[config.mk]
export PLATFORM = sky130hd
export DESIGN_NAME = fp_div
export DESIGN_NICKNAME = d
export VERILOG_FILES = /design/src/rtl/fp_div.sv
export SDC_FILE = /design/constraint.sdc
export NUM_CORES = 1
export LEC_CHECK = 0
export BUFFER_PORTS_ARGS = -buffer_cell sky130_fd_sc_hd__buf_2
export CAP_MARGIN = 20
export CORE_MARGIN = 4
export CORE_UTILIZATION = 54
export CTS_CLUSTER_SIZE = 12
export DETAILED_ROUTE_END_ITERATION = 16
export PLACE_DENSITY = 0.82
export SYNTH_ARGS = -nofsm -noshare
export SYNTH_HDL_FRONTEND = slang
export SYNTH_SLANG_ARGS = --single-unit
[constraint.sdc]
create_clock -name i_clk -period 3.6 [get_ports i_clk]
set_clock_uncertainty 0.2 [all_clocks]
set_input_delay 0.36 -clock i_clk [delete_from_list [all_inputs] [get_ports i_clk]]
set_output_delay 0.36 -clock i_clk [all_outputs]
set_load 0.01 [all_outputs]
[src/rtl/fp_div.sv]
// Sequential floating-point divider: restoring division, one quotient bit per cycle,
// then round-to-nearest-even. Same packed format and bias as the team's FP multiplier.
module fp_div #(
    parameter int INT_W  = 9,
    parameter int FRAC_W = 23,
    parameter int DATA_W = INT_W + FRAC_W
) (
    input  logic              i_clk,
    input  logic              i_rst,
    input  logic              i_valid,
    input  logic [DATA_W-1:0] i_data_a,
    input  logic [DATA_W-1:0] i_data_b,
    output logic              o_busy,
    output logic              o_valid,
    output logic [DATA_W-1:0] o_data
);

    localparam int EXP_W = INT_W - 1;
    localparam int Q_W   = FRAC_W + 3;
    localparam int R_W   = FRAC_W + 2;
    localparam int M_W   = FRAC_W + 1;
    localparam int CNT_W = $clog2(FRAC_W + 3);

    localparam logic [EXP_W-1:0] BIAS     = EXP_W'(127);
    localparam logic [CNT_W-1:0] CNT_LAST = CNT_W'(FRAC_W + 2);

    typedef enum logic [1:0] {
        S_IDLE,
        S_CALC,
        S_ROUND,
        S_OUT
    } state_t;

    state_t              state_q, state_d;
    logic [CNT_W-1:0]    cnt_q, cnt_d;
    logic [R_W-1:0]      rem_q, rem_d;
    logic [M_W-1:0]      dvs_q, dvs_d;
    logic [Q_W-1:0]      quo_q, quo_d;
    // Only the low exponent bits reach the result, so the biased difference is kept modulo 2^EXP_W.
    logic [EXP_W-1:0]    exp_q, exp_d;
    logic                sign_q, sign_d;
    logic                b_zero_q, b_zero_d;
    logic                a_zero_q, a_zero_d;
    logic [DATA_W-1:0]   data_q, data_d;

    logic [EXP_W-1:0]    a_exp, b_exp;
    logic                norm;
    logic [FRAC_W-1:0]   frac_raw;
    logic                rnd_bit;
    logic                sticky;
    logic                round_up;
    logic [FRAC_W:0]     frac_sum;
    logic [EXP_W-1:0]    exp_res;
    logic [DATA_W-1:0]   result;

    assign a_exp = i_data_a[DATA_W-2 -: EXP_W];
    assign b_exp = i_data_b[DATA_W-2 -: EXP_W];

    // Normalisation and rounding of the finished quotient, consumed only in S_ROUND.
    always_comb begin
        norm     = quo_q[Q_W-1];
        frac_raw = norm ? quo_q[Q_W-2:2] : quo_q[Q_W-3:1];
        rnd_bit  = norm ? quo_q[1] : quo_q[0];
        sticky   = (norm & quo_q[0]) | (rem_q != '0);
        round_up = rnd_bit & (sticky | frac_raw[0]);
        // The hidden bit is always 1, so a carry out of the fraction is a carry out of the mantissa;
        // the low bits of frac_sum are then already zero.
        frac_sum = {1'b0, frac_raw} + {{FRAC_W{1'b0}}, round_up};
        exp_res  = exp_q - {{(EXP_W-1){1'b0}}, ~norm} + {{(EXP_W-1){1'b0}}, frac_sum[FRAC_W]};

        if (b_zero_q) begin
            result = {sign_q, {EXP_W{1'b1}}, {FRAC_W{1'b0}}};
        end else if (a_zero_q) begin
            result = {sign_q, {(DATA_W-1){1'b0}}};
        end else begin
            result = {sign_q, exp_res, frac_sum[FRAC_W-1:0]};
        end
    end

    // NOTE: every variable gets its hold value first, so no path through the case leaves one unassigned (no latches).
    always_comb begin
        state_d  = state_q;
        cnt_d    = cnt_q;
        rem_d    = rem_q;
        dvs_d    = dvs_q;
        quo_d    = quo_q;
        exp_d    = exp_q;
        sign_d   = sign_q;
        b_zero_d = b_zero_q;
        a_zero_d = a_zero_q;
        data_d   = data_q;

        case (state_q)
            S_IDLE: begin
                if (i_valid) begin
                    state_d  = S_CALC;
                    sign_d   = i_data_a[DATA_W-1] ^ i_data_b[DATA_W-1];
                    exp_d    = a_exp - b_exp + BIAS;
                    rem_d    = {1'b0, 1'b1, i_data_a[FRAC_W-1:0]};
                    dvs_d    = {1'b1, i_data_b[FRAC_W-1:0]};
                    quo_d    = '0;
                    cnt_d    = '0;
                    b_zero_d = (b_exp == '0);
                    a_zero_d = (a_exp == '0);
                end
            end
            S_CALC: begin
                // R stays below 2M, so the shifted partial remainder never loses its top bit.
                if (rem_q >= {1'b0, dvs_q}) begin
                    quo_d = {quo_q[Q_W-2:0], 1'b1};
                    rem_d = (rem_q - {1'b0, dvs_q}) << 1;
                end else begin
                    quo_d = {quo_q[Q_W-2:0], 1'b0};
                    rem_d = rem_q << 1;
                end
                cnt_d = cnt_q + CNT_W'(1);
                if (cnt_q == CNT_LAST) begin
                    state_d = S_ROUND;
                end
            end
            S_ROUND: begin
                data_d  = result;
                state_d = S_OUT;
            end
            S_OUT: begin
                state_d = S_IDLE;
            end
            default: begin
                state_d = S_IDLE;
            end
        endcase
    end

    // NOTE: datapath registers are cleared too, so a reset mid-operation leaves nothing stale behind.
    always_ff @(posedge i_clk or posedge i_rst) begin
        if (i_rst) begin
            state_q  <= S_IDLE;
            cnt_q    <= '0;
            rem_q    <= '0;
            dvs_q    <= '0;
            quo_q    <= '0;
            exp_q    <= '0;
            sign_q   <= 1'b0;
            b_zero_q <= 1'b0;
            a_zero_q <= 1'b0;
            data_q   <= '0;
        end else begin
            state_q  <= state_d;
            cnt_q    <= cnt_d;
            rem_q    <= rem_d;
            dvs_q    <= dvs_d;
            quo_q    <= quo_d;
            exp_q    <= exp_d;
            sign_q   <= sign_d;
            b_zero_q <= b_zero_d;
            a_zero_q <= a_zero_d;
            data_q   <= data_d;
        end
    end

    assign o_busy  = (state_q != S_IDLE);
    assign o_valid = (state_q == S_OUT);
    assign o_data  = data_q;

endmodule

==> metrics.md, run 1 <==
| Metric | Value |
|---|---|
| CTS tree | `done` |
| DRC viols | `0` |
| WS Path Type | `reg -> reg` |
| Endpoints failing setup | `0` |
| Clk pwr share | `0.181` |
| IO Pins | `101` |
| Largest net degree at the start of global routing | `approximately 130` |
| Initial DRC count | `approximately 600` |
| Cells after Synth | `948` |
| Final HPWL DP | `14,200 um` |
| WP buf/inv | `1` |
| CP arrival | `3.67 ns` |
| Count of max-cap constraint violations | `0` |
| Flops & latches, synth | `approximately 130` |
| Worst Reg-to-Reg Cells | `19` |
| Warnings from Yosys | `0` |
| Synth area leaders | `dfrtp_1 (38%), ha_1 (8.0%), nand2_1 (5.1%), a21oi_1 (4.8%), inv_1 (4.2%)` |
| Hold depth | `3` |
| Setup ws final | `0.0202 ns` |
| GR Overflow Total | `0` |
| Mapped Nets | `1,070` |
| Die area | `17,200 sq um` |
| Layout cells sized above 1 | `0.209` |
| Final hold violation count | `0` |
| Later-pin clock latency in the skew report | `0.42 ns` |
| DRT antenna net count | `0` |
| Clock root cell | `clkbuf_16` |
| Multi-input gate area | `about 4600 sq um` |
| Sequential share of the synthesized area | `0.382` |
| Vias | `approximately 7,400` |
| TritonCTS Buffers | `17` |
| H-tree depth | `4` |
| Area grow syn2layout | `21.6%` |
| Top_reg_cell synth | `dfrtp_1` |
| CP Capture Type | `register` |
| Worst-case clock buffer depth | `2` |
| Post-Syn Area | `between 8000 and 9000 sq um` |
| Cell accounting for the most synthesized area | `dfrtp_1` |
| Reg power frac | `0.242` |
| Power Dens Cells | `~910 nW/um^2` |
| Via density | `about 5.7` |
| Reg area | `3130 sq um` |
| Total Wirelength | `between 20,000 and 25,000 um` |
| Routed wire per std cell | `16.0 um` |
| Maximum VDD drop | `0.000672 V` |
| Synthesized area per cell | `8.63 sq um` |
| Worst Max-Slew Pin Slew | `0.805 ns` |
| Post-synth cell types | `67` |
| Number of global-route vias before repair | `7,177` |
| Row count | `44` |
| Most numerous cell in the Yosys netlist | `dfrtp_1` |
| Tmin final | `around 3.6 ns` |
| R2R Setup Slk | `0.02 ns` |
| Status | `completed` |
| Setup WS pre-CTS | `-0.109 ns` |
| CP startpoint kind | `register` |
| Diode count | `0` |
| Setup TNS | `0 ns` |
| CP Max Fanout | `8` |
| Combinational group share of total power | `0.577` |
| Clk sinks | `approximately 130` |
| Final RePlAce weighted congestion | `0.917` |
| Pint | `0.00501 W` |
| LEAKAGE | `around 4.7 nW` |
| Sw Pwr | `0.00400 W` |
| Unrepaired setup endpoints after global routing | `true` |
| Worst path top cell family by delay | `simple AND/OR/NAND/NOR gates` |
| Final Net Count | `around 1,200` |
| Max-slew headroom | `0.461` |
| Post-synthesis async set-or-reset flop share | `1.00` |
| Worst Hold Class | `in -> reg` |
| First-pass GRT wire length | `33,500 um` |
| Post-synth EDFFs | `0` |
| Net Sw Frac | `0.444` |
| Final Max Tran Viols | `0` |
| CP Data Required Time | `roughly 3.7 ns` |
| Die Ht | `131 um` |
| Pre-antenna DRT Iters | `5` |
| Fill cells | `1,155` |
| Initial antenna violation count | `0` |
| Peak Freq | `279 MHz` |
| CP cell instances | `mux2i_2 -> nor2_2 -> nand3_2 -> nor2_4 -> nand4_1 -> nor2_2 -> nand3b_1 -> ha_1 -> inv_1 -> ha_1 -> fa_2 -> a21oi_2 -> nor2_1 -> nor2_1 -> o21bai_1 -> a21oi_2 -> xnor2_1 -> a21oi_1 -> a21oi_1` |
| Worst Hold Launch | `i_data_a[6]` |
| Max incr delay on CP | `0.47 ns` |
| Port bufs | `100` |
| Die width | `131 um` |
| Worst R2R End | `o_data[29]` |
| Synth top area share | `0.382` |
| Clock transition at path regs | `about 0.06 ns` |
| Reg-to-Reg Start | `quo_q[25]` |
| GRT Overall Usage | `0.244` |
| Final period util | `0.994` |
| Initial core utilization | `0.557` |
| End point of the worst hold path | `rem_q[6]` |
| Core Area | `about 15,000 sq um` |
| CP max-delay cell | `dfrtp_2` |
| Leading cell types by count after synthesis | `dfrtp_1 (125), nand2_1 (111), inv_1 (91)` |
-- tightest hold or removal path: stages --
cell     delay, ns
buf_2         0.08
a21oi_1       0.06
o22ai_1       0.09
-- routing by layer --
layer	track usage	up-vias	part of all wire
li1	-	3584	-
met1	0.318	3490	0.43
met2	0.398	256	0.49
met3	0.0474	50	0.053
met4	0.102	0	0.026
met5	0	-	0
-- cell usage in the layout (no fill, tap or decap), types with 9 or more instances in the layout --
cell type	netlist	layout
xor2_1	23	23
and3_1	13	13
nor3_1	16	16
a21o_1	9	9
o22ai_1	22	22
or3_1	11	11
nor4_1	9	9
inv_1	91	90
nor2_1	51	49
dlygate4sd3_1	0	24
xnor2_1	38	38
a21oi_1	78	74
buf_4	1	38
clkbuf_16	0	17
dfrtp_1	125	124
buf_2	5	100
mux2i_1	15	14
o21ai_0	65	61
nand3_1	41	39
mux2_2	30	30
ha_1	52	52
nand2_1	111	110
-- final cells by class --
| cell class | count | area share |
|---|---|---|
| Clock buffer | 22 | 0.0477 |
| Timing Repair Buffer | 165 | 0.107 |
| Clock inverter | 10 | 0.00905 |
| Sequential cell | 125 | 0.315 |
| Inverter | 92 | 0.0356 |
| Tap cell | 184 | 0.0231 |
| Multi-Input combinational cell | 686 | 0.463 |
-- flip-flops by register name, summed over array words and instances, names as in the netlist --
signal and cells:
cnt_q 5, state_q 2, b_zero_q 1, quo_q 26
sign_q 1, rem_q 25, a_zero_q 1, exp_q 8
o_data 32, dvs_q 24
-- per-stage QoR --
step / hold slack (ns) / cell area, sq um / total power [W] / util / instances
after floorplan: 0.218 / 8210 / 0.00602 / - / 948
after global placement: 0.231 / 9030 / 0.00707 / 0.614 / 1220
after detailed placement: 0.258 / 9030 / 0.00722 / 0.614 / 1220
after CTS: 0.00579 / 9850 / 0.00892 / 0.670 / 1278
after global routing: 0.0129 / 9950 / 0.00971 / 0.677 / 1284
final: 0.0194 / 9950 / 0.00902 / 0.677 / 1284
-- repair_timing --
action,CTS,global route
hold buffers,24,0
pin swaps,0,8
buffers inserted,2,6
gates resized for setup,3,14
hold endpoints to repair,148,0
setup endpoints to repair,3,4
-- power by group through the flow --
stage / clock network [W] / registers [W] / logic, W
6_report: 0.00164 / 0.00218 / 0.00520
5_1_grt: 0.00173 / 0.00222 / 0.00576
4_1_cts: 0.00165 / 0.00217 / 0.00511
2_1_floorplan: 0 / 0.00211 / 0.00391
3_5_place_dp: 0 / 0.00218 / 0.00504
3_3_place_gp: 0 / 0.00217 / 0.00491
-- worst max-delay path by stage --
| stage | startpoint | to | cells past startpoint |
|---|---|---|---|
| detailed placement | quo_q[25] | o_data[29] | 19 |
| floorplan | quo_q[25] | o_data[29] | 20 |
| CTS | quo_q[25] | o_data[29] | 19 |
| global route | quo_q[25] | o_data[29] | 19 |
| finish | quo_q[25] | o_data[29] | 19 |
| global placement | quo_q[25] | o_data[29] | 19 |
-- cell families after synthesis --
group,Yosys count,synth area share
AOI/OAI and AO/OA,230,0.168
buffers and inverters,137,0.0659
DFF,125,0.382
adders and majority gates,55,0.0869
xor gates and xnor gates,61,0.0653
and+or+nand+nor,295,0.172
muxes,45,0.0596
Note: power is estimated with default switching activity, not from simulation.
==> inputs of run 2 (changes only) <==
--- a/config.mk
+++ b/config.mk
@@ -7,11 +7,13 @@
 export LEC_CHECK = 0
 export BUFFER_PORTS_ARGS = -buffer_cell sky130_fd_sc_hd__buf_2
 export CAP_MARGIN = 20
+export CELL_PAD_IN_SITES_DETAIL_PLACEMENT = 0
+export CELL_PAD_IN_SITES_GLOBAL_PLACEMENT = 1
 export CORE_MARGIN = 4
-export CORE_UTILIZATION = 54
+export CORE_UTILIZATION = 40
 export CTS_CLUSTER_SIZE = 12
 export DETAILED_ROUTE_END_ITERATION = 16
-export PLACE_DENSITY = 0.82
+export PLACE_DENSITY = 0.81
 export SYNTH_ARGS = -nofsm -noshare
 export SYNTH_HDL_FRONTEND = slang
 export SYNTH_SLANG_ARGS = --single-unit
==> run 2 against run 1 <==
  * Register-to-register slack improved by 0.06 ns
  * Critical endpoint unchanged
  * Routed wire length increased by 2.7%
  * Largest power group unchanged
  * Worst setup slack improved by 0.063 ns
  * Largest cell class unchanged
  * Utilization decreased by 17 points
  * Clock-buffer cell count decreased by 3
==> metrics.md, run 2 (synthesis results as in run 1) <==
| Metric | Value |
|---|---|
| Status | `completed` |
| Row count | `52 (+18%)` |
| Clock root cell | `clkbuf_16` |
| CP Max Fanout | `7 (-1)` |
| Clk sinks | `125 (unchanged)` |
| Count of max-cap constraint violations | `0 (unchanged)` |
| Tmin final | `3.52 ns (-0.0633 ns)` |
| Port bufs | `100 (unchanged)` |
| Via density | `5.15 (-10%)` |
| Unrepaired setup endpoints after global routing | `true` |
| TritonCTS Buffers | `17 (unchanged)` |
| Number of global-route vias before repair | `7,025 (-2.1%)` |
| Worst Max-Slew Pin Slew | `0.869 ns (+0.0632 ns)` |
| Diode count | `0 (unchanged)` |
| Total Wirelength | `21,200 um (+2.7%)` |
| Core Area | `20,200 sq um (+37%)` |
| First-pass GRT wire length | `35,300 um (+5.1%)` |
| Final Net Count | `1,224 (+1.2%)` |
| Maximum VDD drop | `0.000397 V (-41%)` |
| Worst R2R End | `o_data[29]` |
| GRT Overall Usage | `0.193 (-0.0509)` |
| Vias | `7,126 (-3.4%)` |
| End point of the worst hold path | `rem_q[9]` |
| Worst Hold Class | `in -> reg` |
| R2R Setup Slk | `0.08 ns (+0.06 ns)` |
| Area grow syn2layout | `24.8%` |
| Power Total | `0.00901 W (about the same)` |
| Routed wire per std cell | `15.3 um (-4.8%)` |
| CTS tree | `done` |
| Later-pin clock latency in the skew report | `0.42 ns (about the same)` |
| Hold depth | `3 (unchanged)` |
| Worst Reg-to-Reg Cells | `20 (+1)` |
| Reg-to-Reg Start | `quo_q[25]` |
| Pre-antenna DRT Iters | `4 (-1)` |
| Layout cells sized above 1 | `0.220 (+0.0106)` |
| Worst hold slack | `0.0230 ns (+0.00358 ns)` |
| IO Pins | `101 (unchanged)` |
| Max-slew headroom | `0.420 (-0.0413)` |
| Power Dens Cells | `882 nW/um^2 (-2.6%)` |
| Largest net degree at the start of global routing | `65 (-48%)` |
| WS Path Type | `reg -> reg` |
| DRT antenna net count | `0 (unchanged)` |
| Initial core utilization | `0.406 (-0.151)` |
| LEAKAGE | `4.79 nW (+2.5%)` |
| Die area | `22,800 sq um (+33%)` |
| Final HPWL DP | `15,500 um (+9.2%)` |
| CP startpoint kind | `register` |
| Worst Hold Launch | `i_data_a[9]` |
| H-tree depth | `4 (unchanged)` |
| Final Max Tran Viols | `0 (unchanged)` |
| Die width | `151 um (+15%)` |
| Max reg flops | `32 (unchanged)` |
| Commonest non-fill, non-tap cell in the layout | `dfrtp_1` |
| Final RePlAce weighted congestion | `0.851 (-7.2%)` |
| CP Data Required Time | `3.75 ns (+0.06 ns)` |
| Endpoints failing setup | `0 (unchanged)` |
| Final hold violation count | `0 (unchanged)` |
| GR Overflow Total | `0 (unchanged)` |
| Clock transition at path regs | `0.06 ns (about the same)` |
| Commonest cells after routing, fill and taps aside | `dfrtp_1 (124), nand2_1 (108), buf_2 (100)` |
| Peak Freq | `284 MHz (+1.8%)` |
| CP arrival | `3.66 ns (about the same)` |
| DRC viols | `0 (unchanged)` |
| Initial DRC count | `398 (-33%)` |
| Worst-case clock buffer depth | `2 (unchanged)` |
| Final period util | `0.977 (-0.0176)` |
| CP Capture Type | `register` |
| Initial antenna violation count | `0 (unchanged)` |
| Die Ht | `151 um (+15%)` |
==> run 2: changes by cell type in the layout (fill, tap and decap cells not counted), sizes merged <==
cell and change:
buf +14, clkinv -1, dlygate4sd3 +1, clkbuf -3
clkinvlp -1, inv +5
==> run 2: power breakdown <==
group	leakage, nW	internal (W)	switching, W
combinational	2.93	0.00220	0.00298
sequential	1.58	0.00183	0.000340
clock	0.275	0.000980	0.000681
==> run 2: worst max-delay path: stages, from the launching register on <==
cell and delay, ns:
dfrtp_2 0.47, buf_6 0.16, nand2_4 0.06, a21oi_4 0.18, nand3_4 0.10, nor2_4 0.12
nand4_1 0.14, nor2_2 0.15, nand3b_1 0.09, ha_1 0.30, inv_2 0.05, ha_4 0.15
fa_2 0.36, a21oi_2 0.12, nor2_1 0.04, nor2_1 0.12, o21bai_1 0.09, a21oi_1 0.18
xnor2_1 0.14, a21oi_1 0.08, a21oi_1 0.14
==> run 2: area by class of cell <==
| type | count | area (sq um) |
|---|---|---|
| flip-flops and latches | 125 | 3130 |
| multi-input cells | 686 | 4640 |
| well taps | 270 | 338 |
| fillers | 1928 | 9960 |
| inverters | 92 | 354 |
| repair buffers | 180 | 1180 |
| clock buffers | 19 | 443 |
| clock inverters | 13 | 129 |
==> run 2: worst max-delay path by stage <==
stage,from,end,slack (ns)
finish,quo_q[25],o_data[29],0.08
global route,quo_q[25],o_data[29],-0.18
CTS,quo_q[25],o_data[29],0.02
detailed placement,quo_q[25],o_data[29],-0.14
global placement,quo_q[25],o_data[29],-0.07
floorplan,quo_q[25],o_data[29],0.01
==> run 2: what timing repair did <==
item | in CTS | in global routing
endpoints found under the setup margin | 2 | 4
resized for setup | 6 | 15
hold endpoints to repair | 60 | 0
buffers inserted | 6 | 5
pin swaps | 7 | 17
hold buffers | 25 | 0
==> run 2: metal layers <==
layer  share of wire  up-vias  GRT usage
met5               0        -          0
met4           0.013        0     0.0617
met3           0.041       20     0.0347
met2            0.49      131      0.323
met1            0.46     3369      0.254
li1                -     3606          -
==> run 2: stage by stage <==
stage / area [sq um] / setup TNS [ns] / std cells / setup WS, ns / util
2_1_floorplan: 8210 / 0 / 948 / 0.0125 / -
3_3_place_gp: 9220 / -0.0655 / 1317 / -0.0655 / 0.457
3_5_place_dp: 9220 / -0.150 / 1317 / -0.141 / 0.457
4_1_cts: 10100 / 0 / 1380 / 0.0197 / 0.501
5_1_grt: 10200 / -0.360 / 1385 / -0.183 / 0.506
6_report: 10200 / 0 / 1385 / 0.0835 / 0.506
